## src/rtl/imem_ctrl_pkg.sv

```systemverilog
`default_nettype none
// ============================================================================
// Module      : imem_ctrl_pkg
// Description : Shared definitions for the instruction-memory load controller.
//               Holds the controller state encoding and the default
//               instruction word / address widths.
// Revision    : 1.0 - initial release
// ============================================================================
package imem_ctrl_pkg;

    localparam int c_INST_W = 32;   // default instruction word width
    localparam int c_INST_A = 8;    // default word-address width

    // Controller states, explicitly 3 bits wide.
    typedef enum logic [2:0] {
        ST_IDLE    = 3'd0,
        ST_LOAD    = 3'd1,
        ST_VFY_ACC = 3'd2,
        ST_VFY_RD  = 3'd3,
        ST_VFY_CMP = 3'd4,
        ST_RUN     = 3'd5
    } imem_state_e;

endpackage
`default_nettype wire

```

## src/rtl/imem_addr_ctr.sv

```systemverilog
`default_nettype none
// ============================================================================
// Module      : imem_addr_ctr
// Description : Saturating word-address counter. Clear has priority over
//               increment; once the counter reaches its all-ones value it
//               holds there, so the address never wraps.
// Ports       : clk, reset  - clock, synchronous active-high reset
//               i_clr       - return to address 0
//               i_inc       - advance by one (ignored at maximum)
//               o_addr      - current address
//               o_at_max    - address equals 2^ADDR_W-1
// Revision    : 1.0 - initial release
// ============================================================================
module imem_addr_ctr
    import imem_ctrl_pkg::*;
#(
    parameter int ADDR_W = c_INST_A
) (
    input  logic              clk,
    input  logic              reset,
    input  logic              i_clr,
    input  logic              i_inc,
    output logic [ADDR_W-1:0] o_addr,
    output logic              o_at_max
);

    localparam logic [ADDR_W-1:0] c_MAX = '1;

    logic [ADDR_W-1:0] r_addr;
    logic              w_at_max;

    assign w_at_max = (r_addr == c_MAX);

    always_ff @(posedge clk) begin
        if (reset || i_clr) begin
            r_addr <= '0;
        end else if (i_inc && !w_at_max) begin
            r_addr <= r_addr + 1'b1;
        end
    end

    assign o_addr   = r_addr;
    assign o_at_max = w_at_max;

endmodule
`default_nettype wire

```

## src/rtl/imem_load_ctrl.sv

```systemverilog
`default_nettype none
// ============================================================================
// Module      : imem_load_ctrl
// Description : Host-side controller for the instruction memory. Programs the
//               memory from a host word stream, reads it back and compares it
//               against a second stream, and gates the core fetch stage.
// Ports       : clk, reset                  - clock, sync active-high reset
//               start_load/start_verify     - stream requests (IDLE only)
//               run_req/stop_req            - release / halt core fetch
//               host_valid/data/last, host_ready - host word handshake
//               exp_address/data/MW/MR, exp_out - memory export port
//               core_run                    - fetch enable, high in RUN
//               done                        - end-of-stream pulse
//               error/err_addr              - sticky first verify mismatch
//               word_count                  - words processed by last stream
// Revision    : 1.0 - initial release
// ============================================================================
module imem_load_ctrl
    import imem_ctrl_pkg::*;
#(
    parameter int INST_W = c_INST_W,
    parameter int INST_A = c_INST_A
) (
    input  logic              clk,
    input  logic              reset,
    input  logic              start_load,
    input  logic              start_verify,
    input  logic              run_req,
    input  logic              stop_req,
    input  logic              host_valid,
    input  logic [INST_W-1:0] host_data,
    input  logic              host_last,
    output logic              host_ready,
    output logic [INST_A-1:0] exp_address,
    output logic [INST_W-1:0] exp_data,
    output logic              exp_MW,
    output logic              exp_MR,
    input  logic [INST_W-1:0] exp_out,
    output logic              core_run,
    output logic              done,
    output logic              error,
    output logic [INST_A-1:0] err_addr,
    output logic [INST_A:0]   word_count
);

    imem_state_e       r_state;
    logic [INST_A-1:0] r_exp_addr;
    logic [INST_W-1:0] r_exp_data;
    logic [INST_W-1:0] r_expected;
    logic              r_last;
    logic              r_mw;
    logic              r_mr;
    logic              r_done;
    logic              r_error;
    logic [INST_A-1:0] r_err_addr;
    logic [INST_A:0]   r_word_count;

    logic              w_hs;
    logic              w_clr;
    logic              w_inc;
    logic [INST_A-1:0] w_addr;
    logic              w_at_max;

    assign host_ready = (r_state == ST_LOAD) || (r_state == ST_VFY_ACC);
    assign w_hs       = host_valid && host_ready;

    // A new stream always starts at address 0; load takes priority but both
    // clear the same way.
    assign w_clr = (r_state == ST_IDLE) && (start_load || start_verify);
    assign w_inc = ((r_state == ST_LOAD) && w_hs) || (r_state == ST_VFY_CMP);

    imem_addr_ctr #(
        .ADDR_W (INST_A)
    ) u_addr_ctr (
        .clk      (clk),
        .reset    (reset),
        .i_clr    (w_clr),
        .i_inc    (w_inc),
        .o_addr   (w_addr),
        .o_at_max (w_at_max)
    );

    always_ff @(posedge clk) begin
        if (reset) begin
            r_state      <= ST_IDLE;
            r_exp_addr   <= '0;
            r_exp_data   <= '0;
            r_expected   <= '0;
            r_last       <= 1'b0;
            r_mw         <= 1'b0;
            r_mr         <= 1'b0;
            r_done       <= 1'b0;
            r_error      <= 1'b0;
            r_err_addr   <= '0;
            r_word_count <= '0;
        end else begin
            // Strobes and done are single-cycle unless re-armed below.
            r_mw   <= 1'b0;
            r_mr   <= 1'b0;
            r_done <= 1'b0;
            case (r_state)
                ST_IDLE: begin
                    if (start_load) begin
                        r_state      <= ST_LOAD;
                        r_word_count <= '0;
                    end else if (start_verify) begin
                        r_state      <= ST_VFY_ACC;
                        r_word_count <= '0;
                        r_error      <= 1'b0;
                        r_err_addr   <= '0;
                    end else if (run_req) begin
                        r_state <= ST_RUN;
                    end
                end
                ST_LOAD: begin
                    if (w_hs) begin
                        // Write is driven the cycle after the handshake. On the
                        // final word the FSM is already back in IDLE while the
                        // write and done are presented, so no extra word is
                        // accepted.
                        r_mw         <= 1'b1;
                        r_exp_addr   <= w_addr;
                        r_exp_data   <= host_data;
                        r_word_count <= r_word_count + 1'b1;
                        if (host_last || w_at_max) begin
                            r_state <= ST_IDLE;
                            r_done  <= 1'b1;
                        end
                    end
                end
                ST_VFY_ACC: begin
                    if (w_hs) begin
                        r_expected <= host_data;
                        r_last     <= host_last;
                        r_mr       <= 1'b1;
                        r_exp_addr <= w_addr;
                        r_state    <= ST_VFY_RD;
                    end
                end
                ST_VFY_RD: begin
                    // Memory returns read data during the following cycle.
                    r_state <= ST_VFY_CMP;
                end
                ST_VFY_CMP: begin
                    if ((exp_out != r_expected) && !r_error) begin
                        r_error    <= 1'b1;
                        r_err_addr <= w_addr;
                    end
                    r_word_count <= r_word_count + 1'b1;
                    if (r_last || w_at_max) begin
                        r_state <= ST_IDLE;
                        r_done  <= 1'b1;
                    end else begin
                        r_state <= ST_VFY_ACC;
                    end
                end
                ST_RUN: begin
                    if (stop_req) begin
                        r_state <= ST_IDLE;
                    end
                end
                default: begin
                    r_state <= ST_IDLE;
                end
            endcase
        end
    end

    assign exp_address = r_exp_addr;
    assign exp_data    = r_exp_data;
    assign exp_MW      = r_mw;
    assign exp_MR      = r_mr;
    assign core_run    = (r_state == ST_RUN);
    assign done        = r_done;
    assign error       = r_error;
    assign err_addr    = r_err_addr;
    assign word_count  = r_word_count;

endmodule
`default_nettype wire

```

## config.mk

```make
export PLATFORM = sky130hd
export DESIGN_NAME = imem_load_ctrl
export DESIGN_NICKNAME = d
export VERILOG_FILES = /design/src/rtl/imem_ctrl_pkg.sv /design/src/rtl/imem_addr_ctr.sv /design/src/rtl/imem_load_ctrl.sv
export SDC_FILE = /design/constraint.sdc
export NUM_CORES = 1
export LEC_CHECK = 0
export ABC_AREA = 0
export CAP_MARGIN = 10
export CORE_MARGIN = 3
export CORE_UTILIZATION = 35
export DETAILED_ROUTE_END_ITERATION = 10
export SYNTH_ARGS = -nofsm -noshare
export SYNTH_HDL_FRONTEND = slang
export SYNTH_SLANG_ARGS = --single-unit
```

## constraint.sdc

```tcl
create_clock -name clk -period 2.2 [get_ports clk]
set_input_delay 0.33 -clock clk [delete_from_list [all_inputs] [get_ports clk]]
set_output_delay 0.33 -clock clk [all_outputs]
set_load 0.1 [all_outputs]
```

==> results.json <==
{
  "status": "complete, no violations",
  "grt_pass1_wl_um": 19600,
  "period_needed_ns": 2.05,
  "clockRootBuffer": "clkbuf_16",
  "synth_area_per_cell_sq_um": 8.27,
  "power_frac_comb": 0.285,
  "synth.top_cell.area_share": 0.477,
  "dieArea_sq_um": 14000,
  "cts_hold_buf": 0,
  "post-cts-setup-buffer-count": 0,
  "grt_max_degree": 82,
  "cts_sinks": 105,
  "finalMaxSlewViolations": 0,
  "finalNonFillerCells": 843,
  "max_freq_mhz": 487,
  "portBuffers": 134,
  "p_switching_mw": 1.75,
  "clk_pin_slew_ns": 0.07,
  "h-tree-depth": 3,
  "clk_path_buf_depth": 2,
  "period_share": 0.934,
  "peakVddDrop_mv": 0.332,
  "ys_types": 41,
  "synth_nets": 607,
  "crit_required_ns": 1.87,
  "cts_tree": "done",
  "cp.arrival_ns": 1.72,
  "routabilityCongestion": 0.813,
  "wl_um": 12200,
  "hold_viol_final": 0,
  "worst_slew_pin_slew_ns": 0.868,
  "area_growth_pct": 40.4,
  "critical-path-max-stage-delay_ns": 0.66,
  "drcViolationCount": 0,
  "yosys-top-cells-area": "dfxtp_1 48%, nand2_1 13%, a21oi_1 8.4%, xnor2_1 6.8%, mux2i_1 3.6%",
  "layout.nets": 744,
  "crit_family": "flip-flops",
  "skew_ns": 0.00740,
  "syn_area_sq_um": 4410,
  "synth_seq_area_share": 0.477,
  "seq_power_share": 0.415,
  "diodes": 0,
  "start_util": 0.362,
  "fp.dieH_um": 118,
  "cp-end-kind": "output port",
  "synth_warnings": 0,
  "worstSetupPathType": "flop to output port",
  "grt_usage": 0.174,
  "swShare": 0.347,
  "cp-start-kind": "flop",
  "p_per_area_nw_per_um2": 817,
  "dp_cells": 827,
  "pin_count": 135,
  "placed_area_sq_um": 5910,
  "drtAntennaViolNets": 0,
  "synth_top_area_cell": "dfxtp_1",
  "design_area_sq_um": 6190,
  "grt_pass1_vias": 3881,
  "insertion_delay_ns": 0.35,
  "firstDrtPassIters": 4,
  "fin_hold_ws_ns": 0.458,
  "path_buf_inv": 1,
  "cap_violations": 0,
  "synth_seq_cells": 105,
  "drive_above_1_share": 0.170,
  "finalWorstSetupSlack_ns": 0.146,
  "p_leak_nw": 2.26,
  "slew_headroom": 0.421,
  "p_clk_frac": 0.300,
  "drtIter0Drc": 265,
  "pre_cts_ws_ns": -0.101,
  "crit_path_top_delay_cell": "dfxtp_1",
  "wl_per_cell_um": 14.5,
  "path_cells": "nand2b_1 > a21oi_4 > buf_12",
  "core_area_sq_um": 12200,
  "hpwl_um": 9070,
  "rsz0062_at_grt": "no",
  "cts_resized": 0,
  "cts_made_buffers": 9,
  "antenna_found_initial": 0,
  "vias": 4021,
  "hold_path.class": "flop to flop",
  "die_width_um": 118,
  "grt_overflow_total": 0,
  "num_rows": 40,
  "finalSetupViolations": 0,
  "path_max_fanout": 13,
  "p_int_mw": 3.30,
  "via_per_inst": 4.77,
  "netlist_instances": 533
}
[through the flow]
step	power (mW)	utilization	setup TNS (ns)
final	5.05	0.509	0
after global routing	5.28	0.509	0
after CTS	5.09	0.509	0
after detailed placement	3.59	0.486	-0.644
after global placement	3.57	0.486	-0.341
after floorplan	3.11	-	0
[cells in the final DEF (no fill, tap or decap), types with 4 or more instances in the layout]
| cell | n |
|---|---|
| dfxtp_1 | 105 |
| clkbuf_16 | 9 |
| o21ai_0 | 6 |
| nand4_1 | 12 |
| mux2i_1 | 16 |
| clkdlybuf4s50_1 | 70 |
| nand3_1 | 18 |
| and2_1 | 6 |
| xor2_1 | 10 |
| and3_1 | 5 |
| nor2_1 | 28 |
| buf_4 | 82 |
| xnor2_1 | 34 |
| buf_12 | 4 |
| a21oi_1 | 73 |
| nand2b_1 | 5 |
| nand2_1 | 147 |
[layout make-up]
cell class	count	area (sq um)
clock buffers	12	246
flip-flops and latches	105	2100
multi-input cells	394	2190
well taps	168	210
inverters	3	11.3
clock inverters	4	28.8
repair buffers	157	1400
fillers	1208	5970
[state kept, by name, indices dropped and copies added (netlist names)]
name and cells:
exp_data 32, word_count 9, u_addr_ctr.o_addr 8, error 1, exp_address 8, r_last 1
err_addr 8, done 1, exp_MR 1, exp_MW 1, r_state 3, r_expected 32
[per-layer routing]
layer,global-route usage,up-vias,part of all wire
met5,0,-,0
met2,0.265,103,0.45
li1,-,2055,-
met3,0.0483,18,0.055
met4,0.0674,0,0.023
met1,0.233,1845,0.48
[cell usage after synthesis, drive strengths merged]
library cell and count:
nand2b 5, o211ai 1, inv 2, xor2 10
a2111oi 3, nand3 19, o31a 1, mux2i 16
o22ai 1, a2bb2oi 1, clkbuf 19, a211oi 2
a211o 1, o311a 1, o31ai 1, xnor2 34
clkinv 1, o41ai 1, o21ai 6, and3 5
nor2b 1, and2 6, buf 12, nor2 31
ha 2, nor4 4, nor3 2, or2 3
nand2 147, o21a 1, and4 1, a21oi 74
or3 2, nand4 12, dfxtp 105
[worst reg2reg max path, cell delays in order (launching register included)]
cell and delay (ns):
dfxtp_1 0.66, nand2b_1 0.25, a21oi_4 0.26, and2_1 0.15, buf_4 0.18, mux2i_1 0.22, nor2_1 0.06
[power groups by stage]
stage	clock (mW)	sequential (mW)	combinational, mW
global placement	0	2.14	1.43
floorplan	0	2.52	0.587
CTS	1.55	2.10	1.45
finish	1.51	2.10	1.44
detailed placement	0	2.14	1.45
global route	1.63	2.11	1.54
[logic make-up (layout without fill, tap and decap cells)]
logic type | count (synthesis) | in the layout | share of synthesized area
AOI/OAI and AO/OA | 94 | 94 | 0.124
xor gates and xnor gates | 44 | 44 | 0.0875
adders and majority gates | 2 | 2 | 0.00568
buffers and inverters | 34 | 176 | 0.0338
DFF | 105 | 105 | 0.477
muxes | 16 | 16 | 0.0363
and+or+nand+nor | 238 | 238 | 0.236
[final timing paths]
check | startpoint | end | slack [ns] | depth (start not counted)
setup / recovery | r_state[0]$_SDFFE_PP0P_ | host_ready | 0.15 | 3
setup reg to reg | r_state[0]$_SDFFE_PP0P_ | exp_address[0]$_SDFFE_PP0P_ | 0.26 | 6
hold / removal | exp_data[28]$_SDFFE_PP0P_ | exp_data[28]$_SDFFE_PP0P_ | 0.46 | 2
hold reg to reg | exp_data[28]$_SDFFE_PP0P_ | exp_data[28]$_SDFFE_PP0P_ | 0.46 | 2
Power figures use the tool's default switching activity.
